<file path="config.mk">
export PLATFORM = sky130hd
export DESIGN_NAME = alu_control_seq
export DESIGN_NICKNAME = d
export VERILOG_FILES = /design/src/rtl/alu_ctrl_pkg.sv /design/src/rtl/alu_control_seq_md_sequencer.sv /design/src/rtl/alu_control_seq.sv
export SDC_FILE = /design/constraint.sdc
export NUM_CORES = 1
export LEC_CHECK = 0
export BUFFER_PORTS_ARGS = -buffer_cell sky130_fd_sc_hd__buf_2
export CAP_MARGIN = 20
export CORE_AREA = 3 3 40 42
export DETAILED_ROUTE_END_ITERATION = 10
export DIE_AREA = 0 0 43 45
export PLACE_DENSITY = 0.68
export SLEW_MARGIN = 20
export SYNTH_ARGS = -nofsm -noshare
export SYNTH_HDL_FRONTEND = slang
export SYNTH_SLANG_ARGS = --single-unit
export TNS_END_PERCENT = 20
</file>
<file path="constraint.sdc">
create_clock -name clk -period 1.3 [get_ports clk]
set_input_delay 0 -clock clk [delete_from_list [all_inputs] [get_ports clk]]
set_output_delay 0 -clock clk [all_outputs]
set_load 0.005 [all_outputs]
</file>
<file path="src/rtl/alu_ctrl_pkg.sv">
// alu_ctrl_pkg
//   Shared constants and types for the registered ALU control decoder and
//   its mult/div sequencer: ALU control codes, alu_op encodings, R-type
//   funct values, HI/LO select codes, mult/div op and sequencer state enums.
package alu_ctrl_pkg;

  // ALU control codes (low 4 bits of alu_ctl)
  localparam logic [3:0] ALU_AND  = 4'b0000;
  localparam logic [3:0] ALU_OR   = 4'b0001;
  localparam logic [3:0] ALU_ADD  = 4'b0010;
  localparam logic [3:0] ALU_XOR  = 4'b0011;
  localparam logic [3:0] ALU_SLTU = 4'b0101;
  localparam logic [3:0] ALU_SUB  = 4'b0110;
  localparam logic [3:0] ALU_SLT  = 4'b0111;
  localparam logic [3:0] ALU_NOR  = 4'b1100;

  // alu_op encodings from the main decoder
  localparam logic [1:0] AOP_MEM   = 2'b00;
  localparam logic [1:0] AOP_BR    = 2'b01;
  localparam logic [1:0] AOP_RTYPE = 2'b10;
  localparam logic [1:0] AOP_ORI   = 2'b11;

  // R-type funct field values
  localparam logic [5:0] F_MFHI  = 6'b010000;
  localparam logic [5:0] F_MFLO  = 6'b010010;
  localparam logic [5:0] F_MULT  = 6'b011000;
  localparam logic [5:0] F_MULTU = 6'b011001;
  localparam logic [5:0] F_DIV   = 6'b011010;
  localparam logic [5:0] F_DIVU  = 6'b011011;
  localparam logic [5:0] F_ADD   = 6'b100000;
  localparam logic [5:0] F_ADDU  = 6'b100001;
  localparam logic [5:0] F_SUB   = 6'b100010;
  localparam logic [5:0] F_SUBU  = 6'b100011;
  localparam logic [5:0] F_AND   = 6'b100100;
  localparam logic [5:0] F_OR    = 6'b100101;
  localparam logic [5:0] F_XOR   = 6'b100110;
  localparam logic [5:0] F_NOR   = 6'b100111;
  localparam logic [5:0] F_SLT   = 6'b101010;
  localparam logic [5:0] F_SLTU  = 6'b101011;

  // HI/LO move select
  localparam logic [1:0] HILO_NONE = 2'b00;
  localparam logic [1:0] HILO_HI   = 2'b01;
  localparam logic [1:0] HILO_LO   = 2'b10;

  typedef enum logic [1:0] {
    MD_MULT  = 2'b00,
    MD_MULTU = 2'b01,
    MD_DIV   = 2'b10,
    MD_DIVU  = 2'b11
  } md_op_t;

  typedef enum logic {
    S_IDLE = 1'b0,
    S_BUSY = 1'b1
  } md_state_t;

  // Instructions that either start the mult/div unit or read its result;
  // these must wait while an earlier mult/div is pending or in flight.
  function automatic logic is_md_hazard(input logic [1:0] aop, input logic [5:0] f);
    return (aop == AOP_RTYPE) &&
           ((f[5:2] == 4'b0110) || (f == F_MFHI) || (f == F_MFLO));
  endfunction

endpackage

</file>
<file path="src/rtl/alu_control_seq_md_sequencer.sv">
// md_sequencer
//   Tracks the iterative mult/div unit. Leaves IDLE when a mult/div entry is
//   handed to EX and stays BUSY for MD_LAT cycles.
//
//   state  | meaning
//   -------+--------------------------------------------------------------
//   S_IDLE | no mult/div in flight
//   S_BUSY | mult/div executing; r_cnt counts remaining cycles down to 0
//
// Ports
//   clk        in  clock, rising edge
//   rst        in  asynchronous active-high reset
//   i_xfer     in  output entry transfers downstream this edge
//   i_entry_md in  a valid mult/div entry is held in the output register
//   o_md_busy  out mult/div pending (held) or in flight
module md_sequencer
  import alu_ctrl_pkg::*;
#(
  parameter int MD_LAT = 32
) (
  input  logic clk,
  input  logic rst,
  input  logic i_xfer,
  input  logic i_entry_md,
  output logic o_md_busy
);

  localparam int CNT_W = $clog2(MD_LAT + 1);
  localparam logic [CNT_W-1:0] CNT_LOAD = CNT_W'(MD_LAT - 1);

  md_state_t        r_state;
  md_state_t        w_state_nxt;
  logic [CNT_W-1:0] r_cnt;
  logic [CNT_W-1:0] w_cnt_nxt;

  always_ff @(posedge clk or posedge rst) begin
    if (rst) begin
      r_state <= S_IDLE;
      r_cnt   <= '0;
    end else begin
      r_state <= w_state_nxt;
      r_cnt   <= w_cnt_nxt;
    end
  end

  always_comb begin
    w_state_nxt = r_state;
    w_cnt_nxt   = r_cnt;
    case (r_state)
      S_IDLE: begin
        if (i_xfer && i_entry_md) begin
          w_state_nxt = S_BUSY;
          w_cnt_nxt   = CNT_LOAD;
        end
      end
      S_BUSY: begin
        if (r_cnt == '0) begin
          w_state_nxt = S_IDLE;
        end else begin
          w_cnt_nxt = r_cnt - CNT_W'(1);
        end
      end
      default: begin
        w_state_nxt = S_IDLE;
        w_cnt_nxt   = '0;
      end
    endcase
  end

  assign o_md_busy = i_entry_md | (r_state == S_BUSY);

endmodule

</file>
<file path="src/rtl/alu_control_seq.sv">
// alu_control_seq
//   Registered, valid/ready ALU control decoder between ID and EX. Decodes
//   alu_op/funct into an ALU control code plus mult/div and HI/LO sideband,
//   holds one entry, and stalls mult/div-dependent requests while the
//   iterative mult/div unit is busy.
//
//   Build option: ALU_MULDIV_EN -- when defined, mult/div and MFHI/MFLO decode,
//   the md_sequencer and the hazard stall are compiled in. When undefined,
//   those functs decode as illegal and md_start/md_op/hilo_sel/md_busy are 0.
//
// Ports
//   clk, rst            clock (rising edge), asynchronous active-high reset
//   in_valid/in_ready   upstream handshake from ID
//   alu_op, funct       instruction decode inputs
//   out_valid/out_ready downstream handshake to EX
//   alu_ctl             ALU control code (zero-extended to ALUCTL_W)
//   md_start, md_op     held entry is a mult/div and which kind
//   hilo_sel            01 MFHI, 10 MFLO, 00 none
//   illegal             R-type with an undefined funct
//   md_busy             mult/div pending or in flight
module alu_control_seq
  import alu_ctrl_pkg::*;
#(
  parameter int ALUCTL_W = 4,
  parameter int MD_LAT   = 32
) (
  input  logic                clk,
  input  logic                rst,
  input  logic                in_valid,
  output logic                in_ready,
  input  logic [1:0]          alu_op,
  input  logic [5:0]          funct,
  output logic                out_valid,
  input  logic                out_ready,
  output logic [ALUCTL_W-1:0] alu_ctl,
  output logic                md_start,
  output logic [1:0]          md_op,
  output logic [1:0]          hilo_sel,
  output logic                illegal,
  output logic                md_busy
);

  logic       w_accept;
  logic       w_xfer;
  logic [3:0] w_code;
  logic       w_illegal;

  logic       r_out_valid;
  logic [3:0] r_alu_ctl;
  logic       r_illegal;

`ifdef ALU_MULDIV_EN
  logic       w_md;
  md_op_t     w_md_op;
  logic [1:0] w_hilo;
  logic       w_hazard;
  logic       w_md_busy;
  logic       r_md_start;
  md_op_t     r_md_op;
  logic [1:0] r_hilo;
`endif

  always_comb begin
    w_code    = ALU_ADD;
    w_illegal = 1'b0;
`ifdef ALU_MULDIV_EN
    w_md      = 1'b0;
    w_md_op   = MD_MULT;
    w_hilo    = HILO_NONE;
`endif
    case (alu_op)
      AOP_MEM: w_code = ALU_ADD;
      AOP_BR:  w_code = ALU_SUB;
      AOP_ORI: w_code = ALU_OR;
      default: begin
        case (funct)
          F_ADD, F_ADDU: w_code = ALU_ADD;
          F_SUB, F_SUBU: w_code = ALU_SUB;
          F_AND:         w_code = ALU_AND;
          F_OR:          w_code = ALU_OR;
          F_XOR:         w_code = ALU_XOR;
          F_NOR:         w_code = ALU_NOR;
          F_SLT:         w_code = ALU_SLT;
          F_SLTU:        w_code = ALU_SLTU;
`ifdef ALU_MULDIV_EN
          // mult/div and HI/LO moves keep the ADD code; EX steers on sideband
          F_MULT:  begin w_md = 1'b1; w_md_op = MD_MULT;  end
          F_MULTU: begin w_md = 1'b1; w_md_op = MD_MULTU; end
          F_DIV:   begin w_md = 1'b1; w_md_op = MD_DIV;   end
          F_DIVU:  begin w_md = 1'b1; w_md_op = MD_DIVU;  end
          F_MFHI:  w_hilo = HILO_HI;
          F_MFLO:  w_hilo = HILO_LO;
`endif
          default:       w_illegal = 1'b1;
        endcase
      end
    endcase
  end

  assign w_xfer = r_out_valid & out_ready;

`ifdef ALU_MULDIV_EN
  assign w_hazard = is_md_hazard(alu_op, funct);
  assign in_ready = (!r_out_valid | out_ready) & !(w_md_busy & w_hazard);

  md_sequencer #(
    .MD_LAT (MD_LAT)
  ) u_md_seq (
    .clk        (clk),
    .rst        (rst),
    .i_xfer     (w_xfer),
    .i_entry_md (r_out_valid & r_md_start),
    .o_md_busy  (w_md_busy)
  );
`else
  assign in_ready = !r_out_valid | out_ready;
`endif

  assign w_accept = in_valid & in_ready;

  // Single-entry output register; an accept in the same edge as a transfer
  // simply overwrites the departing entry.
  always_ff @(posedge clk or posedge rst) begin
    if (rst) begin
      r_out_valid <= 1'b0;
      r_alu_ctl   <= '0;
      r_illegal   <= 1'b0;
`ifdef ALU_MULDIV_EN
      r_md_start  <= 1'b0;
      r_md_op     <= MD_MULT;
      r_hilo      <= HILO_NONE;
`endif
    end else if (w_accept) begin
      r_out_valid <= 1'b1;
      r_alu_ctl   <= w_code;
      r_illegal   <= w_illegal;
`ifdef ALU_MULDIV_EN
      r_md_start  <= w_md;
      r_md_op     <= w_md_op;
      r_hilo      <= w_hilo;
`endif
    end else if (w_xfer) begin
      r_out_valid <= 1'b0;
    end
  end

  assign out_valid = r_out_valid;
  assign alu_ctl   = ALUCTL_W'(r_alu_ctl);
  assign illegal   = r_illegal;

`ifdef ALU_MULDIV_EN
  assign md_start  = r_md_start;
  assign md_op     = r_md_op;
  assign hilo_sel  = r_hilo;
  assign md_busy   = w_md_busy;
`else
  assign md_start  = 1'b0;
  assign md_op     = 2'b00;
  assign hilo_sel  = 2'b00;
  assign md_busy   = 1'b0;
`endif

endmodule

</file>
; Word-level counts from Yosys, hierarchy flattened
; Cells that the tools add are included.
[op_classes]
eq_ne = 12
n_mux = 6
bitwise_logic = 3
reduce_logical = 6
[ops]
columns = cell, count
row1 = equality test 6 bit (second input constant), 10
row2 = one-hot mux 4 bit (7 select lines), 1
row3 = one-hot mux 4 bit (3 select lines), 1
row4 = OR reduction 10 bit, 1
row5 = two-way mux 1 bit, 4
row6 = OR reduction 3 bit, 1
row7 = AND 1 bit, 2
row8 = equality test 2 x 1 -> 1 bit (second input constant), 1
row9 = equality test 2 bit (second input constant), 1
row10 = logical NOT 2 bit, 1
row11 = nonzero test 2 bit, 1
row12 = OR reduction 2 bit, 1
row13 = logical NOT 1 bit, 1
row14 = OR 1 bit, 1
[word_totals]
ff_bits = 6
in_bits = 12
wordCells = 30

; Depth between registers and ports, before layout
[logic_depth]
ltp_word = 4
ltp_mapped = 4
ltp_nobuf = 4

; Worst setup path before layout
; Ideal clock, no wire load.
[synth_path]
path_type = register to register
start = reg r_out_valid, in the netlist out_valid
end = reg r_alu_ctl[1], in the netlist alu_ctl[1]
setup_time_ns = 0.120
arrival_ns = 0.976
slack_ns = 0.204
stages_incl_launch_ff = 5
n_path_buf = 0
synth_period_minus_slack_ns = 1.096
cell_sequence = dfrtp_1 nor2b_1 inv_2 nand4_1 o211a_1
[synth_via]
elab_chain_len = 3
[synth_lines]
columns = item, line_no
row1 = "start, declared", alu_control_seq.sv:48  ; logic r_out_valid;
row2 = "start signal, assigned", alu_control_seq.sv:125  ; r_out_valid <= 1'b0;
row3 = "start signal, assigned", alu_control_seq.sv:134  ; r_out_valid <= 1'b1;
row4 = "start signal, assigned", alu_control_seq.sv:143  ; r_out_valid <= 1'b0;
row5 = logical NOT 1 bit, alu_control_seq.sv:116  ; assign in_ready = !r_out_valid | out_ready;
row6 = OR 1 bit, alu_control_seq.sv:116
row7 = named net in_ready, alu_control_seq.sv:30  ; output logic in_ready,
row8 = AND 1 bit, alu_control_seq.sv:119  ; assign w_accept = in_valid & in_ready;
row9 = "end signal, assigned", alu_control_seq.sv:135  ; r_alu_ctl <= w_code;
row10 = "end, declared", alu_control_seq.sv:49  ; logic [3:0] r_alu_ctl;
; The timed path passes the listed nets, and every way through them passes these cells.
; A chain may end at the register's enable or synchronous reset.

; Final worst setup path
[layout_path]
start = reg r_out_valid, in the netlist out_valid
end = reg r_alu_ctl[1], in the netlist alu_ctl[1]
[layout_via]
elab_chain_len = 3
[layout_lines]
columns = item, line_no
row1 = logical NOT 1 bit, alu_control_seq.sv:116
row2 = OR 1 bit, alu_control_seq.sv:116
row3 = AND 1 bit, alu_control_seq.sv:119
; Every way passes these cells.

==> impl_metrics.toml <==
[grt]
grt_pass1_wl_mm = 1.54
antenna_found_initial = 0
grt_overflow_total = 0
grt_usage_pct = 10.9
first_global_vias = 377
grt_max_degree = 10

[logic_synthesis]
synth_adder_area_share_pct = 0
synth_area_leaders = "dfrtp_1, buf_4, o211a_1"
synth_edf_count = 0
ys.flop_type = "dfrtp_1"
synthCells = 48
syn_avg_cell_area_um2 = 8.97
yosys_warnings = 0
synthSimpleGateAreaFrac_pct = 23.8
synth.area.mux_share_pct = 0
ys_seq_area_share_pct = 34.9
synthArstFlopShare_pct = 100
synth-xor-area-share_pct = 0
synth_cell_type_count = 24
yosysTopAreaCellShare_pct = 34.9
synth_area_leader_cell = "dfrtp_1"
synth-seq-cells = 6
synth_compound_area_share_pct = 24.7
synth_top_family_by_area = "compound AO/OA/AOI/OAI gates"
netlist_area_um2 = 430

[die]
core_mm2 = 0.00128
rows = 13
die_h_um = 45
dieArea_mm2 = 0.00194
dieWidth_um = 43
initial_core_util_pct = 33.5
io_pins = 25

[drt]
initialDrtViolationCount = 4
antenna_left = 0
drc = 0
drt-pass1-iter-count = 4
post_drt_via_cell_ratio = 4.71
vias = 391
routed_wl_um = 944
avgRoutedWirePerCell_um = 11.4

[final_layout]
drive_above_1_share_pct = 33.8
design_area_um2 = 542
antenna_cells = 0
nNetsFinal = 82
area_growth_pct = 25.9

[worst_hold_path]
hold_start = "in_valid"
hp-class = "input port to register"

[placed_design]
hpwl_um = 753
placed_area_um2 = 509
gp_congestion = 0.793
numPortBuffers = 18

[clock_network]
cts_buffer_depth = 2
cts.htree.levels = 1
path_clk_slew_ns = 0.05
post_cts_resize_count = 0
postCtsSetupBuffers = 0
clkLatencyLatePin_ns = 0.25
cts-hold-fix-buffers = 1
cts_made_buffers = 3
cts_root_buf = "clkbuf_4"
cts_tree = "built"
cts_num_sinks = 6

[power]
ir_drop_uv = 717
sw_frac_of_total_pct = 27.6
power.total_mw = 0.505
p_comb_share_pct = 22.9
pwr-share-clk_pct = 35.0
leakage_nw = 0.272
cellPowerDensity_mw_per_mm2 = 932
power.internal_mw = 0.365
seqPwrFrac_pct = 42.1
p_switching_mw = 0.140

[setup_path]
critical_path.top_delay_family = "flip-flops"
crit_arrival_ns = 1.25
slowest_stage = "dfrtp_1"
path_buf_inv = 1
path_cells = "nor2b_1 -> inv_2 -> nand4_1 -> o211a_1"
slowest_delay_ns = 0.36
cp_max_fo = 9
cp-end-kind = "register"
cp-start-kind = "register"
required_ns = 1.43
crit_type = "register to register"
crit_path_start = "out_valid$_DFFE_PP0P_"
r2r-start = "out_valid$_DFFE_PP0P_"

[outcome]
status = "completed"

[sta]
max_freq_ghz = 0.888
maxSlewViolCount = 0
final.setup.tns_ns = 0
final-hold-violation-count = 0
finalCritPeriodShare_pct = 86.7
setup_viol = 0
skew_ns = 0.00793
fin_crit_ns = 1.13
rsz0062_at_grt = "no"

[job]
cap_violations = 0
## synth_stat cells, types with 2 or more instances
cell type  count
inv_1          4
nand4_1        2
o211a_1        3
nand2b_1       2
dfrtp_1        6
nand2_1        2
buf_4          6
nor2b_1        4
nand3b_1       2
nand3_1        2
o21ai_0        2
## routing by layer
layer	wire length, um	GRT usage, %	up-vias
met5	0	0	-
met4	6	5.42	0
met3	67	5.18	2
met2	447	18.3	14
met1	423	11.6	173
li1	-	-	202
## layout make-up
type                    instances  area [um2]
inverters                       5        18.8
fillers                       142         743
clock buffers                   3        22.5
multi-input cells              35         231
flip-flops and latches          6         150
well taps                      15        18.8
repair buffers                 19         100
## through the flow
stage / util (%) / std cells / setup slack [ns] / hold WS, ns
6_report: 42.2 / 83 / 0.173 / 0.0562
5_1_grt: 42.2 / 83 / 0.0856 / 0.0691
4_1_cts: 42.2 / 83 / 0.165 / 0.0525
3_5_place_dp: 39.6 / 79 / 0.181 / -0.0675
3_3_place_gp: 39.6 / 79 / 0.211 / -0.0750
2_1_floorplan: - / 53 / 0.204 / -0.209
## registers in the layout, indices dropped and copies added (netlist names)
| register | cells |
|---|---|
| illegal | 1 |
| alu_ctl | 4 |
| out_valid | 1 |
## cell usage in the layout (no fill, tap or decap), types with 3 or more instances in the layout
| cell | netlist | layout |
|---|---|---|
| nor2b_1 | 4 | 4 |
| clkbuf_4 | 0 | 3 |
| conb_1 | 1 | 6 |
| inv_1 | 4 | 4 |
| dfrtp_1 | 6 | 6 |
| o211a_1 | 3 | 3 |
| buf_2 | 0 | 18 |
## power groups by stage
stage                     logic [mW]  clock network [mW]  registers, mW
final                          0.115               0.177          0.213
after global placement         0.112                   0          0.216
after detailed placement       0.113                   0          0.216
after floorplan               0.0727                   0          0.218
after CTS                      0.116               0.183          0.213
after global routing           0.130               0.195          0.216
## cells by family after synthesis
kind of cell    count (synthesis)
flops                           6
buf+inv                        12
other cells                     1
simple gates                   16
compound gates                 13
## final timing paths
kind	to	slack, ns	cells after the start
worst min-delay path	alu_ctl[2]$_DFFE_PP0P_	0.06	2
worst max-delay path	alu_ctl[1]$_DFFE_PP0P_	0.17	4
worst min register to register	illegal$_DFFE_PP0P_	0.49	1
min in group asynchronous	alu_ctl[2]$_DFFE_PP0P_	0.21	3
worst max register to register	alu_ctl[1]$_DFFE_PP0P_	0.17	4
max in group asynchronous	alu_ctl[3]$_DFFE_PP0P_	0.87	3
Power figures use the tool's default switching activity.
